[src/rtl/i2c_arb_if.sv]
// Requester/fsm_master signal bundle for i2c_master_arbiter.
// The master modport is the arbiter; the slave modport is the requester/fsm_master side.
interface i2c_arb_if #(
  parameter int NUM_REQ  = 4,
  parameter int ADDR_LEN = 7,
  parameter int DATA_LEN = 8
);
  logic [NUM_REQ-1:0]          req;
  logic [NUM_REQ*ADDR_LEN-1:0] req_addr;
  logic [NUM_REQ-1:0]          req_rw;
  logic [NUM_REQ*DATA_LEN-1:0] req_data1;
  logic [NUM_REQ*DATA_LEN-1:0] req_data2;
  logic [NUM_REQ-1:0]          gnt;
  logic [NUM_REQ-1:0]          done;
  logic                        err;
  logic                        busy;
  logic                        m_start;
  logic [ADDR_LEN-1:0]         m_add_reg;
  logic                        m_R_W;
  logic [DATA_LEN-1:0]         m_data_1;
  logic [DATA_LEN-1:0]         m_data_2;
  logic                        m_free;

  modport master (
    input  req, req_addr, req_rw, req_data1, req_data2, m_free,
    output gnt, done, err, busy, m_start, m_add_reg, m_R_W, m_data_1, m_data_2
  );

  modport slave (
    output req, req_addr, req_rw, req_data1, req_data2, m_free,
    input  gnt, done, err, busy, m_start, m_add_reg, m_R_W, m_data_1, m_data_2
  );
endinterface

[src/rtl/i2c_master_arbiter.sv]
// Round-robin arbiter sharing one fsm_master among NUM_REQ requesters.
// Optional watchdog on the WAIT states enabled by defining I2C_ARB_TIMEOUT_EN.
//
// state     | meaning
// IDLE      | no transfer; grant when a request is pending and the master is free
// LAUNCH    | one-cycle m_start pulse
// WAIT_BUSY | waiting for the master to report busy (m_free=0)
// WAIT_FREE | waiting for the master to finish (m_free=1)
// DONE      | done pulse to the winner, advance the round-robin pointer
module i2c_master_arbiter #(
  parameter int NUM_REQ        = 4,
  parameter int ADDR_LEN       = 7,
  parameter int DATA_LEN       = 8,
  parameter int TIMEOUT_CYCLES = 1024
) (
  input logic      clk,
  input logic      rst,
  i2c_arb_if.master bus
);
  localparam int PW = (NUM_REQ > 1) ? $clog2(NUM_REQ) : 1;

  typedef enum logic [2:0] {IDLE, LAUNCH, WAIT_BUSY, WAIT_FREE, DONE} state_t;

  state_t              state, state_nxt;
  logic [PW-1:0]       rr_ptr, winner, pick, idx;
  logic                found;
  logic [NUM_REQ-1:0]  gnt_r;
  logic [ADDR_LEN-1:0] add_r, sel_addr;
  logic                rw_r, sel_rw;
  logic [DATA_LEN-1:0] d1_r, d2_r, sel_d1, sel_d2;
  logic                timeout_hit;

  // First pending requester at or above rr_ptr, wrapping past NUM_REQ-1.
  always_comb begin
    pick  = '0;
    found = 1'b0;
    idx   = '0;
    for (int i = 0; i < NUM_REQ; i++) begin
      idx = PW'((int'(rr_ptr) + i) % NUM_REQ);
      if (!found && bus.req[idx]) begin
        found = 1'b1;
        pick  = idx;
      end
    end
  end

  always_comb begin
    sel_addr = '0;
    sel_rw   = 1'b0;
    sel_d1   = '0;
    sel_d2   = '0;
    for (int i = 0; i < NUM_REQ; i++) begin
      if (pick == PW'(i)) begin
        sel_addr = bus.req_addr[i*ADDR_LEN +: ADDR_LEN];
        sel_rw   = bus.req_rw[i];
        sel_d1   = bus.req_data1[i*DATA_LEN +: DATA_LEN];
        sel_d2   = bus.req_data2[i*DATA_LEN +: DATA_LEN];
      end
    end
  end

  always_comb begin
    state_nxt = state;
    case (state)
      IDLE:      if (found && bus.m_free) state_nxt = LAUNCH;
      LAUNCH:    state_nxt = WAIT_BUSY;
      WAIT_BUSY: if (timeout_hit) state_nxt = DONE;
                 else if (!bus.m_free) state_nxt = WAIT_FREE;
      WAIT_FREE: if (timeout_hit || bus.m_free) state_nxt = DONE;
      DONE:      state_nxt = IDLE;
      default:   state_nxt = IDLE;
    endcase
  end

  always_ff @(posedge clk) begin
    if (rst) begin
      state  <= IDLE;
      rr_ptr <= '0;
      winner <= '0;
      gnt_r  <= '0;
      add_r  <= '0;
      rw_r   <= 1'b0;
      d1_r   <= '0;
      d2_r   <= '0;
    end else begin
      state <= state_nxt;
      if (state == IDLE && state_nxt == LAUNCH) begin
        winner <= pick;
        gnt_r  <= NUM_REQ'(1) << pick;
        add_r  <= sel_addr;
        rw_r   <= sel_rw;
        d1_r   <= sel_d1;
        d2_r   <= sel_d2;
      end
      if (state == DONE) begin
        gnt_r  <= '0;
        rr_ptr <= (winner == PW'(NUM_REQ-1)) ? '0 : winner + 1'b1;
      end
    end
  end

`ifdef I2C_ARB_TIMEOUT_EN
  localparam int CW = $clog2(TIMEOUT_CYCLES + 1);
  logic [CW-1:0] to_cnt;
  logic          timed_out;

  // Count hits TIMEOUT_CYCLES on the same edge the FSM enters DONE.
  always_ff @(posedge clk) begin
    if (rst)                                         to_cnt <= '0;
    else if (state == LAUNCH)                        to_cnt <= '0;
    else if (state == WAIT_BUSY || state == WAIT_FREE) to_cnt <= to_cnt + 1'b1;
  end

  assign timeout_hit = (state == WAIT_BUSY || state == WAIT_FREE) &&
                       (to_cnt == CW'(TIMEOUT_CYCLES - 1));

  always_ff @(posedge clk) begin
    if (rst)                timed_out <= 1'b0;
    else if (state == DONE) timed_out <= 1'b0;
    else if (timeout_hit)   timed_out <= 1'b1;
  end

  assign bus.err = (state == DONE) && timed_out;
`else
  assign timeout_hit = 1'b0;
  assign bus.err     = 1'b0;
`endif

  assign bus.gnt       = gnt_r;
  assign bus.done      = (state == DONE) ? gnt_r : '0;
  assign bus.busy      = (state != IDLE);
  assign bus.m_start   = (state == LAUNCH);
  assign bus.m_add_reg = add_r;
  assign bus.m_R_W     = rw_r;
  assign bus.m_data_1  = d1_r;
  assign bus.m_data_2  = d2_r;
endmodule

[src/flat_wrapper.sv]
// flat-port wrapper written by rule: the top's interface ports become plain ports
module i2c_master_arbiter_flat 
#(
  parameter int NUM_REQ        = 4,
  parameter int ADDR_LEN       = 7,
  parameter int DATA_LEN       = 8,
  parameter int TIMEOUT_CYCLES = 1024
)
  (clk, rst, bus_req, bus_req_addr, bus_req_rw, bus_req_data1, bus_req_data2, bus_m_free, bus_gnt, bus_done, bus_err, bus_busy, bus_m_start, bus_m_add_reg, bus_m_R_W, bus_m_data_1, bus_m_data_2);
  i2c_arb_if #(.NUM_REQ(NUM_REQ), .ADDR_LEN(ADDR_LEN), .DATA_LEN(DATA_LEN)) bus_i ();
  input logic clk;
  input logic rst;
  input wire logic [$bits(bus_i.req)-1:0] bus_req;
  input wire logic [$bits(bus_i.req_addr)-1:0] bus_req_addr;
  input wire logic [$bits(bus_i.req_rw)-1:0] bus_req_rw;
  input wire logic [$bits(bus_i.req_data1)-1:0] bus_req_data1;
  input wire logic [$bits(bus_i.req_data2)-1:0] bus_req_data2;
  input wire logic [$bits(bus_i.m_free)-1:0] bus_m_free;
  output wire logic [$bits(bus_i.gnt)-1:0] bus_gnt;
  output wire logic [$bits(bus_i.done)-1:0] bus_done;
  output wire logic [$bits(bus_i.err)-1:0] bus_err;
  output wire logic [$bits(bus_i.busy)-1:0] bus_busy;
  output wire logic [$bits(bus_i.m_start)-1:0] bus_m_start;
  output wire logic [$bits(bus_i.m_add_reg)-1:0] bus_m_add_reg;
  output wire logic [$bits(bus_i.m_R_W)-1:0] bus_m_R_W;
  output wire logic [$bits(bus_i.m_data_1)-1:0] bus_m_data_1;
  output wire logic [$bits(bus_i.m_data_2)-1:0] bus_m_data_2;
  assign bus_i.req = bus_req;
  assign bus_i.req_addr = bus_req_addr;
  assign bus_i.req_rw = bus_req_rw;
  assign bus_i.req_data1 = bus_req_data1;
  assign bus_i.req_data2 = bus_req_data2;
  assign bus_i.m_free = bus_m_free;
  assign bus_gnt = bus_i.gnt;
  assign bus_done = bus_i.done;
  assign bus_err = bus_i.err;
  assign bus_busy = bus_i.busy;
  assign bus_m_start = bus_i.m_start;
  assign bus_m_add_reg = bus_i.m_add_reg;
  assign bus_m_R_W = bus_i.m_R_W;
  assign bus_m_data_1 = bus_i.m_data_1;
  assign bus_m_data_2 = bus_i.m_data_2;
  i2c_master_arbiter #(.NUM_REQ(NUM_REQ), .ADDR_LEN(ADDR_LEN), .DATA_LEN(DATA_LEN), .TIMEOUT_CYCLES(TIMEOUT_CYCLES)) u_core (.clk(clk), .rst(rst), .bus(bus_i));
endmodule
[config.mk]
export PLATFORM = sky130hd
export DESIGN_NAME = i2c_master_arbiter_flat
export DESIGN_NICKNAME = d
export VERILOG_FILES = /design/src/rtl/i2c_arb_if.sv /design/src/rtl/i2c_master_arbiter.sv /design/src/flat_wrapper.sv
export SDC_FILE = /design/constraint.sdc
export NUM_CORES = 1
export LEC_CHECK = 0
export CORE_UTILIZATION = 25
export CTS_BUF_LIST = sky130_fd_sc_hd__clkbuf_8 sky130_fd_sc_hd__clkbuf_16
export DETAILED_ROUTE_END_ITERATION = 16
export PLACE_DENSITY_LB_ADDON = 0.15
export SYNTH_ARGS = -nofsm -noshare
export SYNTH_HDL_FRONTEND = slang
export SYNTH_SLANG_ARGS = --single-unit
[constraint.sdc]
create_clock -name clk -period 1.7 [get_ports clk]
set_input_delay 0.34 -clock clk [delete_from_list [all_inputs] [get_ports clk]]
set_output_delay 0.34 -clock clk [all_outputs]
set_load 0.05 [all_outputs]
* Word-level counts from Yosys, hierarchy flattened
Cells that the tools add are included. W data, S select, Z words.
Storage, ports and cells: flip-flop bits (word level) 35, logic and storage cells 76, bits of input ports 103, output and inout bits 35
Operators by class: equality and inequality tests 9, reduce and logical (&&, ||, !) cells 12, shift-type cells 1, order comparisons 4, mux-type cells 38, add/subtract/negate cells 4
Operator list (number):
- $mux W8 | 8
- $mux W7 | 4
- $lt A2 B3 Y1 const B | 4
- $mux W1 | 12
- $pmux W3 S4 | 1
- $mux W2 | 5
- $mux W3 | 3
- $bmux W1 S2 | 4
- $eq A2 B2 Y1 const B | 3
- $eq A3 B1 Y1 const B | 2
- $eq A3 B2 Y1 const B | 2
- $logic_and A1 B1 Y1 | 5
- $add A2 B1 Y2 const B | 2
- $add A2 B2 Y2 const B | 2
- $mux W4 | 1
- $shl A1 B2 Y4 const A | 1
- $eq A3 B3 Y1 const B | 1
- $logic_not A1 Y1 | 3
- $logic_not A3 Y1 | 1
- $reduce_bool A3 Y1 | 1
- $eq A2 B1 Y1 const B | 1
- $logic_not A2 Y1 | 1
- $reduce_or A2 Y1 | 1

* Depth between registers and ports, before layout
Gate-level depths: netlist (run 1).
depth in word-level cells 17, mapped depth 8, depth with buffers taken out 5

* Worst setup path before layout (run 1)
Ideal clock, no wire load.
kind reg2out, start point register u_core.state[2], end point output bus_m_start, arrival 1614 ps, data required time 1360 ps, stages on the path, launching flop included 3, setup slack -254 ps, cell sequence dfxtp_1 > buf_2 > nor3b_1
Between the ends: word-level cells in the longest chain between the ends 1
RTL lines:
- start, declared | RTL line i2c_master_arbiter.sv:24 | state_t state, state_nxt;
- start signal, assigned | RTL line i2c_master_arbiter.sv:86 | state <= state_nxt;
- $eq A3 B1 Y1 | RTL line i2c_master_arbiter.sv:132 | assign bus.m_start = (state == LAUNCH);
- end, declared | RTL line flat_wrapper.sv:23 | output wire logic [$bits(bus_i.m_start)-1:0] bus_m_start;
No other way between the ends.

* Worst setup path in the final report (run 1)
start point register u_core.state[1], end point output bus_done[3]
Between the ends: word-level cells in the longest chain between the ends 2
RTL lines:
- $eq A3 B3 Y1 | RTL line i2c_master_arbiter.sv:130 | assign bus.done = (state == DONE) ? gnt_r : '0;
- $mux W4 | RTL line i2c_master_arbiter.sv:130
- end, declared | RTL line flat_wrapper.sv:20 | output wire logic [$bits(bus_i.done)-1:0] bus_done;
No other way between the ends.

==> results of run 1 <==
==> per-layer routing <==
layer,vias to the layer above,GRT usage
met2,130,0.316
met1,1274,0.218
met4,0,0.0543
li1,1301,-
met5,-,0
met3,9,0.0507
==> final cells by class <==
class | instances | area [sq um] | share of cell area
sequential | 35 | 707 | 0.170
clock buffer | 5 | 68.8 | 0.0165
clock inverter | 3 | 47.5 | 0.0114
multi-input combinational | 189 | 1430 | 0.344
tap | 105 | 131 | 0.0316
inverter | 4 | 15.0 | 0.00361
timing repair buffer | 180 | 1760 | 0.423
==> through the flow <==
step | instances | hold slack, ns | TNS, ns | power (mW) | util
finish | 521 | 0.475 | 0 | 2.97 | 0.504
global route | 521 | 0.508 | -0.120 | 3.11 | 0.504
CTS | 516 | 0.474 | 0 | 2.94 | 0.484
detailed placement | 504 | 0.461 | -19.16 | 2.09 | 0.455
global placement | 504 | 0.453 | -16.90 | 2.08 | 0.455
floorplan | 252 | 0.440 | 0 | 1.56 | -
==> worst max-delay path by stage <==
stage                                                 endpoint                           from  slack (ns)  cells after the start
final                                              bus_done[3]     u_core.state[1]$_SDFF_PP0_        0.07                      4
after global routing       u_core.bus.m_data_2[4]$_SDFFE_PP0P_  u_core.rr_ptr[1]$_SDFFE_PP0N_       -0.05                      7
after CTS                  u_core.bus.m_data_2[2]$_SDFFE_PP0P_  u_core.rr_ptr[1]$_SDFFE_PP0N_       0.002                      7
after detailed placement  u_core.bus.m_add_reg[4]$_SDFFE_PP0P_                     bus_req[2]       -0.78                      7
after global placement    u_core.bus.m_add_reg[2]$_SDFFE_PP0P_                     bus_req[2]       -0.66                      7
after floorplan                  u_core.bus.m_R_W$_SDFFE_PP0P_                     bus_req[0]        0.05                      6
==> cells in the mapped netlist <==
library cell and number:
buf_1 1, nand3_2 5, o32ai_1 8, nor2b_1 2, o21ai_0 14, a21oi_1 25
inv_1 4, a311oi_1 5, nor2_2 2, nor3b_1 1, dfxtp_1 35, buf_6 3
a221oi_1 9, or3_1 1, nand3_1 17, and3_1 5, clkbuf_1 3, nor3_4 3
nand2_1 13, nor3_1 17, nor2_1 18, nor4b_1 1, buf_2 12, nand3b_1 1
o221ai_1 1, buf_4 4, buf_8 1, a21oi_2 2, o21bai_1 1, a22oi_1 14
or4_4 1, o32ai_2 6, a311oi_2 5, mux2i_1 3, nand2b_2 1, or2_4 1
ha_1 1, conb_1 1, nand2b_1 3, o21ai_1 2
==> report_power, final <==
part,internal [mW],switching [mW]
sequential,0.893,0.0470
clock,0.445,0.360
combinational,0.583,0.646
total,1.92,1.05
==> repair_timing <==
item,in CTS,in global routing
gates cloned,0,2
setup endpoints to repair,35,29
gates resized for setup,22,27
buffers inserted,5,3
pin swaps,4,7
==> kinds of logic after synthesis <==
group,count (synthesis),share of synthesized area
buf+inv,28,0.0788
compound gates,92,0.331
simple gates,92,0.242
mux,3,0.0140
flops,35,0.327
other cells,1,0.00175
fa+ha+maj,1,0.00583
==> worst max-delay path, delay by kind of cell (launching register included) <==
family | cells | cell delay, ns
buf+inv | 2 | 0.28
simple gates | 2 | 0.37
flops | 1 | 0.34
==> key figures, run 1 <==
Worst hold path
  – Hold Crit Class: register to register
  – Worst Hold Path Cells: 2
  – Origin of the worst min-delay path: u_core.winner[1]$_SDFFE_PP0P_
  – Hold EP: u_core.winner[1]$_SDFFE_PP0P_

Logic synthesis
  – Post-Syn Area: 0.00214 sq mm
  – Yosys top cell area share: 0.327
  – Synthesized net count: 356
  – Mean Syn Cell Area: 8.51 sq um
  – YS warnings: 0
  – Post-synthesis sequential area ratio: 0.327
  – Post-synth cell types: 40
  – Yosys top cell by area: dfxtp_1
  – Synth area leaders: dfxtp_1 (33%), a21oi_1 (5.8%), a22oi_1 (4.9%)
  – Seq cells post-synth: 35
  – Post-Synthesis Cells: 252

Drt
  – Uppermost layer routed: met4
  – Metal3 WL: 704 um
  – Routed wl met2: 4020 um
  – Drt pass-1 iters: 4
  – Initial DRC count: 103
  – Number of vias per cell: 5.21
  – WL met1: 3650 um
  – Avg WL per Cell: 16.2 um
  – Post-Route WL: 8450 um
  – Routed Antenna Nets: 0
  – Vias: 2714
  – Drt drc: 0

Finish
  – Area Growth Syn to Fin: 94.0%
  – Antenna diodes: 0
  – # fillers: 792
  – Share of cells above drive strength 1: 0.349
  – Most frequent cells in the layout: clkdlybuf4s50_1 (97), buf_4 (61), dfxtp_1 (32)
  – Net count reported at finish: 519
  – Post-route cell area: 0.00416 sq mm
  – Commonest non-fill, non-tap cell in the layout: clkdlybuf4s50_1

Worst setup path
  – Worst Setup Start Kind: register
  – R2r endpoint: u_core.bus.m_data_2[4]$_SDFFE_PP0P_
  – Crit-path cells: buf_4 > nor2_4 > and3_4 > buf_12
  – Worst Path Max Fanout: 5
  – FF-to-FF Start: u_core.rr_ptr[1]$_SDFFE_PP0N_
  – Kind of critical path: register to output pin
  – Crit end category: output pin
  – Critical path required time: 1.36 ns
  – CP max stage cell: dfxtp_2
  – Cell depth of the worst flop-to-flop path: 7
  – Largest stage delay on the critical path: 0.34 ns
  – CP Data Arrival Time: 1.29 ns
  – FF-to-FF setup slack: 0.07 ns

CTS
  – CTS Buf Count: 5
  – Clk Latency, worst-skew pair: 0.30 ns
  – CTS Hold Buffers Added: 0
  – H-tree depth: 2
  – Clock buffer depth: 2
  – CTS Sinks: 35
  – Root Buffer Master: clkbuf_8
  – Clock-pin slew on the worst setup and hold paths: 0.09 ns
  – CTS tree: done

Placement
  – Gp weighted congestion: 0.754
  – Dpl cell area: 0.00376 sq mm
  – Dpl ws: -0.784 ns
  – Hpwl dp: 5810 um
  – Port-buffer cells: 136

Die
  – Die width: 94.6 um
  – Standard-cell rows: 33
  – IO Pins: 138
  – DIE HEIGHT: 94.6 um
  – Die area: 0.00895 sq mm
  – Initial core utilization: 0.260
  – Total core area: 0.00826 sq mm

STA
  – Fin crit share: 0.960
  – Clock skew: 0.0109 ns
  – Clock period minus worst slack: 1.63 ns
  – Final Max Tran Viols: 0
  – Unrepaired setup endpoints after global routing: yes
  – Final Hold Fails: 0
  – Count of final setup violators: 0
  – Max Freq: 613 MHz
  – Final WS setup: 0.0687 ns

Global route
  – Pin count of the biggest net entering global routing: 33
  – First-pass GRT wire length: 12700 um
  – Antenna violations before repair: 0
  – Overall routing resource usage: 0.182
  – Vias in the first global route: 2685
  – Total gr overflow: 0

Power and ir drop
  – Max IR drop VDD: 330 uV
  – Pwr Density: 715 mW/mm^2
  – Pleak: 1.60 nW

Job
  – Max Cap Viol: 0

Run status
  – Status: finished, final reports clean
Power figures use the tool's default switching activity.
==> run 2, diff against run 1 <==
--- a/config.mk
+++ b/config.mk
@@ -11,2 +11,3 @@
 export PLACE_DENSITY_LB_ADDON = 0.15
+export SETUP_SLACK_MARGIN = 0.4
 export SYNTH_ARGS = -nofsm -noshare
==> constraint.sdc (replaced) <==
create_clock -name clk -period 2 [get_ports clk]
set_input_delay 0.4 -clock clk [delete_from_list [all_inputs] [get_ports clk]]
set_output_delay 0.4 -clock clk [all_outputs]
set_load 0.02 [all_outputs]
==> run 2 against run 1 <==
Routed wire length increased by 8.1%; cell count up 1.3%; register-to-register slack better by 0.31 ns; flip-flop and latch count unchanged; non-clock buffer count is 7 higher; global-route usage increased by 0.54 points; sequential power fell by 15%; hold slack worse by 0.0033 ns; setup slack gained 0.27 ns; largest power group unchanged.
==> key figures, run 2 (synthesis gave the netlist of run 1 again) <==
Run status
  – Status: finished, final reports clean

Worst setup path
  – Critical path required time: 2.21 ns
  – Cell depth of the worst flop-to-flop path: 7
  – FF-to-FF Start: u_core.state[1]$_SDFF_PP0_
  – Worst Path Max Fanout: 6
  – Crit end category: register
  – Kind of critical path: primary input to register
  – Crit. Startpoint: bus_req[1]
  – CP Data Arrival Time: 1.88 ns
  – R2r endpoint: u_core.bus.m_add_reg[3]$_SDFFE_PP0P_
  – Worst Setup Start Kind: primary input
  – FF-to-FF setup slack: 0.38 ns
  – Critical Path Sink: u_core.bus.m_data_1[2]$_SDFFE_PP0P_

Drt
  – Avg WL per Cell: 17.3 um
  – Vias: 2741
  – Drt pass-1 iters: 4
  – Drt drc: 0
  – Post-Route WL: 9140 um
  – Routed Antenna Nets: 0
  – Number of vias per cell: 5.19
  – Initial DRC count: 66

Power and ir drop
  – Pleak: 1.78 nW
  – Max IR drop VDD: 272 uV
  – Total power: 2.58 mW
  – Pwr Density: 575 mW/mm^2

CTS
  – CTS Sinks: 35
  – Clock-pin slew on the worst setup and hold paths: 0.08 ns
  – H-tree depth: 2
  – Clock buffer depth: 2
  – CTS tree: done
  – Clk Latency, worst-skew pair: 0.30 ns
  – CTS Buf Count: 5
  – CTS Hold Buffers Added: 0
  – Root Buffer Master: clkbuf_8

STA
  – Clock skew: 0.00962 ns
  – Final Hold Fails: 0
  – Unrepaired setup endpoints after global routing: yes
  – Count of final setup violators: 0
  – Fin crit share: 0.832
  – Clock period minus worst slack: 1.66 ns
  – Max Freq: 601 MHz
  – Final Max Tran Viols: 0
  – Setup TNS: 0 ns

Die
  – IO Pins: 138
  – Initial core utilization: 0.260
  – Standard-cell rows: 33
  – Die area: 0.00895 sq mm
  – Total core area: 0.00826 sq mm
  – DIE HEIGHT: 94.6 um
  – Die width: 94.6 um

Finish
  – Fin util: 0.544
  – Most frequent cells in the layout: clkdlybuf4s50_1 (97), dfxtp_1 (30), dlygate4sd2_1 (28)
  – Share of cells above drive strength 1: 0.359
  – Antenna diodes: 0
  – Net count reported at finish: 526
  – Area Growth Syn to Fin: 109%
  – Post-route cell area: 0.00449 sq mm
  – Area of the multi-input gates: 0.00156 sq mm
  – FF/Latch Area: 712 sq um
  – # fillers: 779
  – Commonest non-fill, non-tap cell in the layout: clkdlybuf4s50_1

Placement
  – Gp weighted congestion: 0.771
  – Hpwl dp: 5680 um
  – Dpl cell area: 0.00377 sq mm
  – Port-buffer cells: 136

Global route
  – First-pass GRT wire length: 13100 um
  – Total gr overflow: 0
  – Pin count of the biggest net entering global routing: 33
  – Overall routing resource usage: 0.188
  – Antenna violations before repair: 0
  – Vias in the first global route: 2701

Job
  – Max Cap Viol: 0

Worst hold path
  – Hold Crit Class: register to register
[run 2: cell types whose count changed in the layout (fill, tap and decap cells not counted), moves of 5 or more]
cell / previous run / this run
buf_2: 1 / 7
buf_6: 4 / 12
nor2_1: 16 / 11
a21oi_1: 23 / 11
dlygate4sd2_1: 2 / 28
o21ai_0: 14 / 8
o21ai_1: 2 / 8
buf_4: 61 / 25
a21oi_2: 4 / 15
[run 2: per-stage QoR]
step	setup slack, ns	hold WS (ns)	std cells
floorplan	0.365	0.440	252
global placement	-0.434	0.451	493
detailed placement	-0.467	0.465	493
CTS	0.337	0.474	516
global route	0.263	0.495	528
finish	0.335	0.472	528
[run 2: where the power goes]
group / internal [mW] / switching, mW
clock network: 0.498 / 0.294
logic: 0.546 / 0.446
registers: 0.758 / 0.0424
total: 1.80 / 0.782
[run 2: worst min-delay path by stage]
| stage | cells after the start | endpoint | start |
|---|---|---|---|
| floorplan | 2 | u_core.winner[1]$_SDFFE_PP0P_ | u_core.winner[1]$_SDFFE_PP0P_ |
| global placement | 2 | u_core.winner[1]$_SDFFE_PP0P_ | u_core.winner[1]$_SDFFE_PP0P_ |
| detailed placement | 2 | u_core.winner[1]$_SDFFE_PP0P_ | u_core.winner[1]$_SDFFE_PP0P_ |
| CTS | 2 | u_core.bus.gnt[2]$_SDFFE_PP0P_ | u_core.bus.gnt[2]$_SDFFE_PP0P_ |
| global route | 2 | u_core.bus.gnt[0]$_SDFFE_PP0P_ | u_core.bus.gnt[0]$_SDFFE_PP0P_ |
| finish | 2 | u_core.bus.gnt[0]$_SDFFE_PP0P_ | u_core.bus.gnt[0]$_SDFFE_PP0P_ |
[run 2: cell type report]
class,instances,area share
Clock buffer,5,0.0153
Clock inverter,3,0.0151
Inverter,4,0.00334
Multi-Input combinational cell,189,0.347
Sequential cell,35,0.159
Tap cell,105,0.0293
Timing Repair Buffer,187,0.431
[run 2: metal layers]
layer / track usage / wire, um / share of wire / vias to the layer above
met4: 0.0530 / 104 / 0.011 / 0
met5: 0 / 0 / 0 / -
met1: 0.227 / 3790 / 0.42 / 1295
met3: 0.0467 / 760 / 0.083 / 12
met2: 0.327 / 4480 / 0.49 / 130
li1: - / - / - / 1304
[run 2: critical path, stage by stage]
cell and delay [ns]:
buf_6 0.09, buf_6 0.10, or4_4 0.55, nand3_4 0.16
buf_12 0.14, buf_12 0.13, a221oi_2 0.04, a311oi_1 0.26
[run 2: repair_timing]
action                                  in CTS  in global routing
gates cloned                                 1                  4
buffers inserted                            14                  8
pin swaps                                   15                 22
resized for setup                          116                 35
endpoints found under the setup margin      65                 30
